### config.mk
export PLATFORM = sky130hd
export DESIGN_NAME = instr_encoder
export DESIGN_NICKNAME = d
export VERILOG_FILES = /design/src/rtl/instr_encoder.sv
export SDC_FILE = /design/constraint.sdc
export NUM_CORES = 1
export LEC_CHECK = 0
export ABC_AREA = 0
export BUFFER_PORTS_ARGS = -buffer_cell sky130_fd_sc_hd__buf_2
export CAP_MARGIN = 10
export CORE_MARGIN = 1.5
export CORE_UTILIZATION = 44
export CTS_CLUSTER_SIZE = 14
export DETAILED_ROUTE_END_ITERATION = 10
export PLACE_DENSITY = 0.84
export SLEW_MARGIN = 0
export SYNTH_ARGS = -nofsm -noshare
export SYNTH_HDL_FRONTEND = slang
export SYNTH_SLANG_ARGS = --single-unit
### constraint.sdc
create_clock -name clk_i -period 2.6 [get_ports clk_i]
set_clock_uncertainty 0.2 [all_clocks]
set_input_delay 0.13 -clock clk_i [delete_from_list [all_inputs] [get_ports clk_i]]
set_output_delay 0.13 -clock clk_i [all_outputs]
set_load 0.01 [all_outputs]
### src/rtl/instr_encoder.sv
// Instruction encoder / program loader: packs symbolic instructions into MIPS words
// and writes them sequentially into instruction memory, one word per two cycles.
module instr_encoder #(
  parameter logic [31:0] BASE_ADDR = 32'h0000_0000,
  parameter int unsigned DEPTH     = 32
) (
  input  logic                     clk_i,
  input  logic                     rst_i,
  input  logic                     start_i,
  input  logic                     in_valid_i,
  output logic                     in_ready_o,
  input  logic [3:0]               mnem_i,
  input  logic [4:0]               rs_i,
  input  logic [4:0]               rt_i,
  input  logic [4:0]               rd_i,
  input  logic [15:0]              imm_i,
  input  logic                     last_i,
  output logic                     imem_we_o,
  output logic [31:0]              imem_addr_o,
  output logic [31:0]              imem_data_o,
  output logic [$clog2(DEPTH):0]   count_o,
  output logic                     done_o,
  output logic                     full_o,
  output logic                     err_o
);

  localparam int unsigned CW = $clog2(DEPTH) + 1;

  localparam logic [1:0] S_IDLE  = 2'd0;
  localparam logic [1:0] S_LOAD  = 2'd1;
  localparam logic [1:0] S_WRITE = 2'd2;
  localparam logic [1:0] S_DONE  = 2'd3;

  localparam logic [CW-1:0] DEPTH_C = CW'(DEPTH);

  logic [1:0]    r_state;
  logic [CW-1:0] r_count;
  logic          r_last;
  logic          r_err;
  logic          r_full;
  logic [31:0]   r_addr;
  logic [31:0]   r_data;

  logic          w_legal;
  logic [31:0]   w_word;
  logic [CW-1:0] w_count_nx;
  logic [31:0]   w_wr_addr;

  always_comb begin
    w_legal = 1'b1;
    w_word  = '0;
    case (mnem_i)
      4'd0:    w_word = {6'd0, rs_i, rt_i, rd_i, 5'd0, 6'h20};
      4'd1:    w_word = {6'd0, rs_i, rt_i, rd_i, 5'd0, 6'h22};
      4'd2:    w_word = {6'd0, rs_i, rt_i, rd_i, 5'd0, 6'h24};
      4'd3:    w_word = {6'd0, rs_i, rt_i, rd_i, 5'd0, 6'h25};
      4'd4:    w_word = {6'd0, rs_i, rt_i, rd_i, 5'd0, 6'h2A};
      4'd5:    w_word = {6'h08, rs_i, rt_i, imm_i};
      4'd6:    w_word = {6'h04, rs_i, rt_i, imm_i};
      4'd7:    w_word = {6'h0D, rs_i, rt_i, imm_i};
      default: w_legal = 1'b0;
    endcase
  end

  assign w_count_nx = r_count + CW'(1);
  assign w_wr_addr  = BASE_ADDR + 32'({r_count, 2'b00});

  // Address and data are captured at acceptance so they are stable during WRITE
  // and hold afterwards without a separate hold path.
  always_ff @(posedge clk_i) begin
    if (rst_i) begin
      r_state <= S_IDLE;
      r_count <= '0;
      r_last  <= 1'b0;
      r_err   <= 1'b0;
      r_full  <= 1'b0;
      r_addr  <= '0;
      r_data  <= '0;
    end else begin
      case (r_state)
        S_IDLE, S_DONE: begin
          if (start_i) begin
            r_state <= S_LOAD;
            r_count <= '0;
            r_err   <= 1'b0;
            r_full  <= 1'b0;
          end
        end
        S_LOAD: begin
          if (in_valid_i) begin
            if (w_legal) begin
              r_data  <= w_word;
              r_addr  <= w_wr_addr;
              r_last  <= last_i;
              r_state <= S_WRITE;
            end else begin
              r_err <= 1'b1;
              if (last_i) r_state <= S_DONE;
            end
          end
        end
        S_WRITE: begin
          r_count <= w_count_nx;
          if (w_count_nx == DEPTH_C) r_full <= 1'b1;
          r_state <= (r_last || (w_count_nx == DEPTH_C)) ? S_DONE : S_LOAD;
        end
        default: r_state <= S_IDLE;
      endcase
    end
  end

  assign in_ready_o  = (r_state == S_LOAD);
  assign imem_we_o   = (r_state == S_WRITE);
  assign done_o      = (r_state == S_DONE);
  assign imem_addr_o = r_addr;
  assign imem_data_o = r_data;
  assign count_o     = r_count;
  assign full_o      = r_full;
  assign err_o       = r_err;

endmodule

# Word level (Yosys, flattened, before mapping)
# Cells that the tools add are included.
# Widths: inputs -> output; s select.
word_totals:
  regBits: 49
  in_bits: 40
  out_inout_bits: 75
  word_cells: 52
op_classes:
  muxes: 16
  addsub: 1
  reduce_logical: 12
  eq_ne: 16
op_table:
  columns: ["op", "n"]
  rows:
  - ["$pmux 30 s8", 1]
  - ["$eq 4x3->1 const B", 4]
  - ["$pmux 6 s2", 1]
  - ["$mux 2", 5]
  - ["$reduce_and 3->1", 3]
  - ["$eq 4x2->1 const B", 2]
  - ["$reduce_or 8->1", 1]
  - ["$add 6x1->6 const B", 1]
  - ["$eq 6x6->1 const B", 1]
  - ["$mux 6", 1]
  - ["$ne 2x2->1 const B", 3]
  - ["$pmux 2 s3", 1]
  - ["$mux 1", 5]
  - ["$eq 2x2->1 const B", 2]
  - ["$eq 4x1->1 const B", 1]
  - ["$logic_not 4->1", 1]
  - ["$pmux 1 s2", 2]
  - ["$reduce_and 4->1", 1]
  - ["$reduce_bool 2->1", 2]
  - ["$ne 3x1->1 const B", 1]
  - ["$eq 2x1->1 const B", 1]
  - ["$logic_not 2->1", 1]
  - ["$ne 2x1->1 const B", 1]
  - ["$reduce_and 2->1", 1]
  - ["other kinds (2)", 2]

# Depth between registers and ports, before layout
logic_depth:
  word_depth: 6
  depth_mapped: 7
  depth_no_buf: 6

# Worst setup path before layout
# OpenSTA, ideal clock, no wires.
synth_path:
  kind: "reg-to-reg"
  from: "register r_state[0]"
  to: "register r_state[1]"
  period_less_slack_ns: 1.892
  arrival_time_ns: 1.580
  required_ns: 2.288
  n_path_buf: 0
  slack_ns: 0.708
  setup_time_ns: 0.112
  stages_incl_launch_ff: 6
  cell_sequence: "dfxtp_1 inv_1 ha_1 and2b_4 a221o_1 a2111oi_1"
synth_between:
  elab_chain_cells: 4
  elab_cells_between_ends: 10
  classes_between: "eq/ne: 6; mux: 1; reduce/logical: 3"
synth_lines:
  columns: ["item", "line_no", "source"]
  rows:
  - ["from (decl)", "36", "logic [1:0] r_state;"]
  - ["from (signal assigned)", "105", "r_state <= (r_last || (w_count_nx == DEPTH_C)) ? S_DONE : S_LOAD;"]
  - ["$eq 2x2->1 / $logic_not 2->1 (equally long branches)", "80", "case (r_state)"]
  - ["$reduce_or 2->1", "80", null]
  - ["$ne 2x2->1 (no line)", null, null]
  - ["$reduce_and 3->1 (no line)", null, null]
# Parallel ways exist; a longest one is shown, timed or not.
# A chain may end at the register's enable or synchronous reset.

# Worst setup path in the final report
layout_path:
  from: "input mnem_i[0]"
  to: "register r_data[13] (netlist: imem_data_o[13])"
layout_between:
  elab_chain_cells: 4
  elab_cells_between_ends: 12
  classes_between: "eq/ne: 7; mux: 2; reduce/logical: 3"
layout_lines:
  columns: ["item", "line_no", "source"]
  rows:
  - ["from (decl)", "12", "input logic [3:0] mnem_i,"]
  - ["$eq 4x3->1 (tied with other cells)", "52", "case (mnem_i)"]
  - ["$reduce_or 8->1 (no line)", null, null]
  - ["$mux 1", "52", null]
  - ["$reduce_and 3->1 (no line)", null, null]
  - ["to (signal assigned)", "92", "r_data <= w_word;"]
  - ["to (decl)", "42", "logic [31:0] r_data;"]
# Parallel ways exist; a longest one is shown, timed or not.

==> impl_metrics.env <==
export IMPL_hold_violations=0
export IMPL_synthTopCellsByCount="dfxtp_1 (46), nand2_1 (46), a21oi_1 (29), buf_4 (29), nor2_1 (21)"
export IMPL_drt_pass1_iterations=4
export IMPL_grt_max_degree=47
export IMPL_period_minus_slack_ps=2520
export IMPL_antenna_found_initial=0
export IMPL_dr_wl_met2_mm=3.18
export IMPL_via_per_inst=5.20
export IMPL_post_drt_wl_per_cell_um=14.4
export IMPL_synth_top_area_share_pct=43.4
export IMPL_setup_viol=0
export IMPL_critPathMaxStageDelay_ps=620
export IMPL_max_vdd_ir_drop_mv=0.362
export IMPL_gr_total_overflow=0
export IMPL_hpwl_mm=3.42
export IMPL_die_area_sq_um=5240
export IMPL_cts_root_buf="clkbuf_8"
export IMPL_syn_cell_area_sq_um=2120
export IMPL_wl_met3_um=412
export IMPL_worst_slew_margin_rel_pct=43.6
export IMPL_diodes=0
export IMPL_drtIter0Drc=196
export IMPL_drc=0
export IMPL_start_kind="primary input"
export IMPL_cp_buffers_inverters=4
export IMPL_cts_tree="yes"
export IMPL_crit_chain="dlygate4sd3_1 > buf_2 > o21ai_1 > a21oi_2 > buf_4 > a222oi_1 > dlygate4sd3_1 > nor2_1"
export IMPL_tightest_slew_ps=846
export IMPL_crit_fanout=11
export IMPL_critPathMostFrequentCell="dlygate4sd3_1"
export IMPL_num_vias=2230
export IMPL_drv_slew=0
export IMPL_synth_edf_count=0
export IMPL_grt_use_total_pct=23.2
export IMPL_start_util_pct=45.2
export IMPL_powerDensity_nw_per_um2=629
export IMPL_postSynth_asyncResetShare_pct=0
export IMPL_ys_flop_type="dfxtp_1"
export IMPL_post_route_cell_area_sq_um=2970
export IMPL_grt_pass1_wl_mm=9.45
export IMPL_gp_congestion=0.721
export IMPL_numCtsBuffers=5
export IMPL_drive_gt1_share_pct=26.9
export IMPL_m1WireLength_mm=2.52
export IMPL_post_route_util_pct=63.2
export IMPL_p_leak_uw=0.00135
export IMPL_die_y_um=72.4
export IMPL_worstSkewPairLatency_ps=290
export IMPL_period_share_pct=96.9
export IMPL_hp_class="in -> reg"
export IMPL_slowest_stage="dlygate4sd3_1"
export IMPL_avgSynthCellArea_sq_um=8.28
export IMPL_ioPinCount=115
export IMPL_cp_end_kind="register"
export IMPL_n_fill_cell=378
export IMPL_core_area_sq_um=4690
export IMPL_port_buffers=85
export IMPL_die_x_um=72.4
export IMPL_cp_data_arrival_time_ps=2470
export IMPL_top_layer_used="met4"
export IMPL_clock_fmax_ghz=0.397
export IMPL_clkSinkCount=46
export IMPL_status="complete, no violations"
export IMPL_crit_type="in -> reg"
export IMPL_synth_top_area_cell="dfxtp_1"
export IMPL_synth_area_top_cells="dfxtp_1 (43%), buf_4 (10%), nand2_1 (8.1%)"
export IMPL_rows=25
export IMPL_clk_path_buf_depth=2
export IMPL_ys_warn_count=0
export IMPL_synth_distinct_cells=40
export IMPL_cap_violations=0
export IMPL_synthCells=256
export IMPL_yosys_register_bits=46
export IMPL_grt_pass1_vias=2005
export IMPL_area_growth_pct=39.9
export IMPL_ant_nets=0
export IMPL_clk_pin_slew_ps=80
export IMPL_fin_nets=418
export IMPL_synth_seq_area_share_pct=43.4
export IMPL_cts_htree_levels=2
export IMPL_drt_total_wl_mm=6.19
export IMPL_required_ps=2550
export IMPL_path_delay_family="buffers and inverters"
export IMPL_place_area_sq_um=2460
## cell usage in the layout (no fill, tap or decap), types with 2 or more instances in the layout
cell	count
a21oi_1	28
nand2_1	46
nand3_1	4
a221oi_1	3
ha_1	3
nand3b_1	3
and2_1	3
clkinv_2	2
o211ai_1	2
nor2_1	21
dlygate4sd3_1	38
buf_4	3
o21ai_1	6
buf_2	85
dfxtp_1	46
conb_1	29
clkbuf_8	5
nand2b_1	3
inv_1	5
a222oi_1	6
nor3_1	5
a22oi_1	7
## final timing paths
check / start / end / slack [ps] / cells past startpoint
hold / removal: start_i / err_o / 60 / 4
setup / recovery: mnem_i[0] / imem_data_o[13] / 80 / 8
setup reg to reg: r_state[1] / imem_data_o[13] / 80 / 8
hold reg to reg: imem_data_o[26] / imem_data_o[26] / 250 / 2
## worst min-delay path, stage by stage
cell     delay [ps]
buf_2           100
nand2_1          80
a21oi_1         150
nor3_1           60
## power by group
| part | switching, uW | internal (uW) | total, uW |
|---|---|---|---|
| clock | 238 | 283 | 521 |
| sequential | 39.1 | 752 | 791 |
| combinational | 321 | 231 | 552 |
## state kept, by name (all words and copies together), names as in the netlist
signal,cells
full_o,1
r_last,1
imem_addr_o,6
count_o,6
r_state,2
err_o,1
imem_data_o,29
## what timing repair did
| action | in CTS | in global routing |
|---|---|---|
| endpoints found under the setup margin | 0 | 5 |
| hold buffers | 38 | 0 |
| setup buffers | 0 | 0 |
| hold endpoints to repair | 31 | 0 |
| resized for setup | 0 | 4 |
## cells by family (layout without fill, tap and decap cells)
kind of cell / count (synthesis) / after routing / synth area share (%)
and+or+nand+nor: 92 / 92 / 19.5
AOI/OAI and AO/OA: 62 / 62 / 19.0
buffers and inverters: 49 / 140 / 14.6
DFF: 46 / 46 / 43.4
adders and majority gates: 4 / 4 / 2.36
other: 1 / 29 / 0.177
xor gates and xnor gates: 1 / 1 / 0.413
muxes: 1 / 1 / 0.472
## metal layers
metal	GRT usage [%]	vias up
met5	0	-
met4	8.39	0
met3	5.56	8
met2	41.0	120
met1	27.4	1040
li1	-	1062
## through the flow
step | setup slack [ps] | TNS [ps] | cells | total power [uW] | hold WS (ps)
final | 80.3 | 0 | 429 | 1860 | 62.0
after global routing | -13.8 | -27.5 | 429 | 1960 | 111
after CTS | 137 | 0 | 429 | 1840 | 41.6
after detailed placement | 522 | 0 | 383 | 1250 | 177
after global placement | 661 | 0 | 383 | 1240 | 166
after floorplan | 708 | 0 | 284 | 1140 | 63.2
## layout make-up
class,count,area (sq um),area share [%]
Inverter,5,18.8,0.633
Clock buffer,5,68.8,2.32
Sequential cell,46,921,31.1
Multi-Input combinational cell,189,1010,34.1
Tap cell,54,67.6,2.28
Clock inverter,3,40.0,1.35
Timing Repair Buffer,127,840,28.3
(Power assumes the default switching activity.)
